--- config.mk ---
export PLATFORM = sky130hd
export DESIGN_NAME = findlength_rr_sched
export DESIGN_NICKNAME = d
export VERILOG_FILES = /design/src/rtl/findlength_rr_sched.sv
export SDC_FILE = /design/constraint.sdc
export NUM_CORES = 1
export LEC_CHECK = 0
export ABC_AREA = 1
export BUFFER_PORTS_ARGS = -buffer_cell sky130_fd_sc_hd__buf_2
export CORE_ASPECT_RATIO = 0.75
export CORE_MARGIN = 2
export CORE_UTILIZATION = 40
export CTS_CLUSTER_SIZE = 25
export DETAILED_ROUTE_END_ITERATION = 6
export HOLD_SLACK_MARGIN = 0.08
export PLACE_DENSITY_LB_ADDON = 0.25
export SLEW_MARGIN = 20
export SYNTH_ARGS = -nofsm -noshare
export SYNTH_HDL_FRONTEND = slang
export SYNTH_SLANG_ARGS = --single-unit
--- constraint.sdc ---
create_clock -name clk_i -period 3.7 [get_ports clk_i]
set_clock_uncertainty 0.2 [all_clocks]
set_input_delay 0.37 -clock clk_i [delete_from_list [all_inputs] [get_ports clk_i]]
set_output_delay 0.37 -clock clk_i [all_outputs]
set_load 0.03 [all_outputs]
--- src/rtl/findlength_rr_sched.sv ---
// -----------------------------------------------------------------------------
// findlength_rr_sched
//
// Shares one serial leading-one scanner between N_REQ requesters. Requesters
// are granted in round-robin order; the granted word is captured and scanned
// MSB-first, one bit per clock. The index of the highest set bit (or a
// not-found flag) is presented on a valid/ready result port.
//
// Ports:
//   clk_i        rising-edge clock
//   rst_i        synchronous active-low reset
//   req_i        per-requester request level
//   data_i       requester k's word in bits [k*W +: W]
//   gnt_o        one-hot, single-cycle grant pulse (first SCAN cycle)
//   busy_o       high while scanning or holding a result
//   res_valid_o  result valid
//   res_ready_i  result consumer ready
//   res_id_o     id of the served requester
//   res_idx_o    index of the highest set bit (0 if none)
//   res_found_o  1 if any bit of the word was set
// -----------------------------------------------------------------------------
module findlength_rr_sched #(
  parameter  int N_REQ = 4,
  parameter  int W     = 16,
  localparam int IW    = $clog2(W),
  localparam int RW    = $clog2(N_REQ)
) (
  input  logic               clk_i,
  input  logic               rst_i,
  input  logic [N_REQ-1:0]   req_i,
  input  logic [N_REQ*W-1:0] data_i,
  output logic [N_REQ-1:0]   gnt_o,
  output logic               busy_o,
  output logic               res_valid_o,
  input  logic               res_ready_i,
  output logic [RW-1:0]      res_id_o,
  output logic [IW-1:0]      res_idx_o,
  output logic               res_found_o
);

  typedef enum logic [1:0] {
    S_IDLE,
    S_SCAN,
    S_RESP
  } state_t;

  state_t           state;
  state_t           state_next;

  logic [W-1:0]     word;
  logic [IW-1:0]    idx;
  logic [RW-1:0]    cur_id;
  logic [RW-1:0]    last_id;
  logic [N_REQ-1:0] gnt;
  logic [RW-1:0]    res_id;
  logic [IW-1:0]    res_idx;
  logic             res_found;

  logic             arb_hit;
  logic [RW-1:0]    arb_id;
  logic [RW-1:0]    cand;
  logic [W-1:0]     sel_word;
  logic             bit_hit;
  logic             scan_last;

  // Round-robin pick: first requester at or after last_id+1, wrapping. The
  // modulo keeps non-power-of-two N_REQ correct.
  always_comb begin
    // NOTE: every combinational output gets a default first so no path leaves
    // it unassigned; otherwise a latch is inferred.
    arb_hit = 1'b0;
    arb_id  = '0;
    cand    = '0;
    for (int i = 1; i <= N_REQ; i++) begin
      cand = RW'((int'(last_id) + i) % N_REQ);
      if (!arb_hit && req_i[cand]) begin
        arb_hit = 1'b1;
        arb_id  = cand;
      end
    end
  end

  always_comb begin
    sel_word = '0;
    for (int k = 0; k < N_REQ; k++) begin
      if (arb_id == RW'(k)) sel_word = data_i[k*W +: W];
    end
  end

  assign bit_hit   = word[idx];
  assign scan_last = bit_hit || (idx == '0);

  // State register
  always_ff @(posedge clk_i) begin
    // NOTE: sequential state uses non-blocking assignments so every register
    // samples pre-edge values regardless of statement order.
    if (!rst_i) state <= S_IDLE;
    else        state <= state_next;
  end

  // Next-state logic
  always_comb begin
    state_next = state;
    unique case (state)
      S_IDLE:  if (arb_hit)     state_next = S_SCAN;
      S_SCAN:  if (scan_last)   state_next = S_RESP;
      S_RESP:  if (res_ready_i) state_next = S_IDLE;
      default:                  state_next = S_IDLE;
    endcase
  end

  // Datapath: capture on grant, walk the index down, latch the result.
  always_ff @(posedge clk_i) begin
    if (!rst_i) begin
      word      <= '0;
      idx       <= '0;
      cur_id    <= '0;
      last_id   <= RW'(N_REQ - 1);
      gnt       <= '0;
      res_id    <= '0;
      res_idx   <= '0;
      res_found <= 1'b0;
    end else begin
      gnt <= '0;
      unique case (state)
        S_IDLE: begin
          if (arb_hit) begin
            word   <= sel_word;
            cur_id <= arb_id;
            idx    <= IW'(W - 1);
            gnt    <= N_REQ'(1) << arb_id;
          end
        end
        S_SCAN: begin
          if (scan_last) begin
            // Found at idx, or exhausted at idx 0 with nothing set.
            res_idx   <= idx;
            res_found <= bit_hit;
            res_id    <= cur_id;
          end else begin
            idx <= idx - IW'(1);
          end
        end
        S_RESP: begin
          if (res_ready_i) begin
            last_id   <= cur_id;
            res_id    <= '0;
            res_idx   <= '0;
            res_found <= 1'b0;
          end
        end
        default: ;
      endcase
    end
  end

  // Outputs
  always_comb begin
    gnt_o       = gnt;
    busy_o      = (state != S_IDLE);
    res_valid_o = (state == S_RESP);
    res_id_o    = res_id;
    res_idx_o   = res_idx;
    res_found_o = res_found;
  end

endmodule

==> impl_results.md <==
* Outcome: complete, no violations
* Post-synth EDFFs at 0
* Number of global-route vias before repair at around 2.2k
* Synthesis-to-finish area growth at 19.49%
* Fillers at 617
* Slowest cell on crit path: dfxtp_1
* R2r startpoint: last_id[0]
* Largest net degree at the start of global routing at 31
* GRT overflow at 0
* Adder-cell area share of the yosys netlist at 0.005325
* DRT iter0 DRCs at 128
* Crit Reg-Reg Endpoint: word[9]
* Hold path start: res_ready_i
* Max cap viols at 0
* Initial core utilization at 0.4097
* I/O pin count at 84
* TritonCTS Sinks at 37
* Yosys reg bits at 37
* Clk_lat worst skew at about 0.29 ns
* Power Dens Cells at around 790 mW/mm2
* Hold Crit Depth at 4
* Area share of and/or/nand/nor cells after synthesis at 0.4244
* Crit path kind: reg2reg
* All-layer global routing usage at 0.1831
* Post-layout min period at around 2.9 ns
* Peak VDD IR at 0.2533 mV
* YS warnings at 0
* Post-CTS Setup Inserts at 0
* Synthesized instance count at about 370
* R2r worst-path depth at 14
* CP Capture Type: flip-flop
* R2r setup slk at 0.81 ns
* Final HPWL DP at between 4000 and 5000 um
* Fmax at roughly 0.35 GHz
* Post-route cell area at 0.002808 mm2
* CTS H-tree depth at 2
* Row count at 24
* Post-place instance area at between 0.002 and 0.003 mm2
* Syn Nets at ~440
* Final GP Congestion at around 0.84
* Synth cell types at 32
* Avg WL per Cell at approximately 11 um
* Most frequent cells in the layout: 122 x nand2_1, 83 x buf_2, 41 x nor2_1
* Syn_area_per_cell at between 6 and 7 um2
* Pre-CTS setup slack at between 0.8 and 0.9 ns
* Worst Path Arrival at 2.91 ns
* Vias per cell at just under 5
* Worst-margin pin slew at ~0.84 ns
* Clock Pin Slew Worst Setup and Hold Paths at roughly 0.070 ns
* Crit-path cells: inv_2 > nand2_1 > nand2_1 > nand2_1 > nand2_1 > nor2_4 > nand4_2 > nand3_2 > inv_1 > nor2_2 > nand2_1 > nand3_1 > nand2_1 > a21oi_1
* Die ar. at around 0.0065 mm2
* Layout cells sized above 1 at 0.2517
* Via count at around 2.5k
* Root Buffer: clkbuf_8
* Setup tns final at 0 ns
* Most common cell on crit path: nand2_1
* Die width at between 90 and 100 um
* Area occupied by registers at 740.7 um2
* RSZ-0062 raised after global routing: no
* Tot Pwr at 2230 uW
* Worst Setup Slack, final at ~0.8 ns
* Hold Path Sink: state[1]
* CTS tree: yes
* Die height at ~70 um
* IO Port Bufs at 83
* Cell Area, Synth at roughly 0.0023 mm2
* Worst path max stage delay at 0.56 ns
* Final Cycle Share at 0.7818
* Main combinational cell family by area after synthesis: simple AND/OR/NAND/NOR gates
* Mux contribution to synthesized area at 0
* Max Transition Viols Final at 0
* Leak at 0.001447 uW
* Hold WC Path Type: in2reg
* Clock Tree Buf Depth at 2
* Final setup vio count at 0
* Area occupied by multi-input gates at 0.001344 mm2
* Post-synth top flop: dfxtp_1
* Post-synthesis compound-gate area fraction at 0.1384
* First-pass GRT wire length at between 9000 and 10000 um
* Fin util at 0.4895
* Total wire length at ~6000 um
* Endpoints failing hold at 0
* Crit path required time at 3.72 ns
* Post-layout net count at 520
* Antenna diode count at 0
* Post-CTS Hold Fix Bufs at 0
* XOR/XNOR share of the synthesized area at 0.003727
* Drt first pass iters at 4
* Startpoint Class: flip-flop
* Most common cell after layout, fill and taps aside: nand2_1
* Cts repair resizes at 0
* Max FO, Critical Path at 12
* CTS buffer count at 5
* Worst relative slew slack at 0.4424
* Post-detailed-route count of antenna-violating nets at 0
* # DRC at 0
* Ys async rst share at 0
* Core Footprint at approximately 0.0057 mm2
* Sequential area share after synthesis at 0.3152
* Initial antenna violation count at 0
-- cell families after synthesis --
group,count (synthesis)
AO/OA/AOI/OAI,59
adder cells (fa/ha/maj),1
AND/OR/NAND/NOR,226
flip-flops,37
XOR/XNOR,1
buffers and inverters,48
-- power breakdown --
part           switching [uW]  leakage, uW  internal, uW
sequential                112     0.000305           546
combinational             876      0.00110           428
clock                     138    0.0000450           130
-- critical path, delay by kind of cell (launching register included) --
kind | cells | cell delay (ns)
and+or+nand+nor | 11 | 1.62
DFF | 1 | 0.56
AOI/OAI and AO/OA | 1 | 0.12
buffers and inverters | 2 | 0.31
-- stage by stage --
stage          hold WS, ns  cells
3_5_place_dp        0.2515    519
3_3_place_gp        0.2388    519
2_1_floorplan       0.2418    372
4_1_cts             0.1525    527
5_1_grt             0.1752    527
6_report            0.1587    527
-- layer usage --
metal | share of wire | track usage
met1 | 0.53 | 0.2770
met2 | 0.39 | 0.2652
met3 | 0.070 | 0.03452
met4 | 0.0077 | 0.04478
met5 | 0 | 0
-- synth_stat cells (all sizes together), types with 2 or more instances --
library cell	count	area, um2
dfxtp	37	740.7
buf	10	95.08
o21ai	39	198.9
inv	34	127.6
nand4	9	62.56
clkbuf	2	11.26
o211ai	7	52.55
nor2	45	193.9
nand3	35	180.2
a21oi	12	67.57
nand3b	2	15.01
nand2	131	524.3
nor3	3	15.01
-- registers in the layout, summed over array words and instances (netlist names), 2 cells and up --
register / cells
idx: 4
word: 16
gnt_o: 4
last_id: 2
cur_id: 2
res_idx_o: 4
state: 2
res_id_o: 2
-- worst max-delay path by stage --
| stage | start | endpoint | slack, ns |
|---|---|---|---|
| after floorplan | state[1] | res_found_o | 1.69 |
| after global placement | last_id[0] | word[8] | 0.90 |
| after detailed placement | last_id[0] | word[9] | 0.85 |
| after CTS | last_id[0] | word[8] | 0.84 |
| after global routing | last_id[0] | word[5] | 0.47 |
| final | last_id[0] | word[9] | 0.81 |
-- final cells by class --
cell class	instances	share of cell area
clock inverters	2	0.003565
well taps	78	0.03476
inverters	34	0.04545
clock buffers	6	0.02585
repair buffers	83	0.1480
multi-input cells	287	0.4786
flip-flops and latches	37	0.2638
Note: power is estimated with default switching activity, not from simulation.
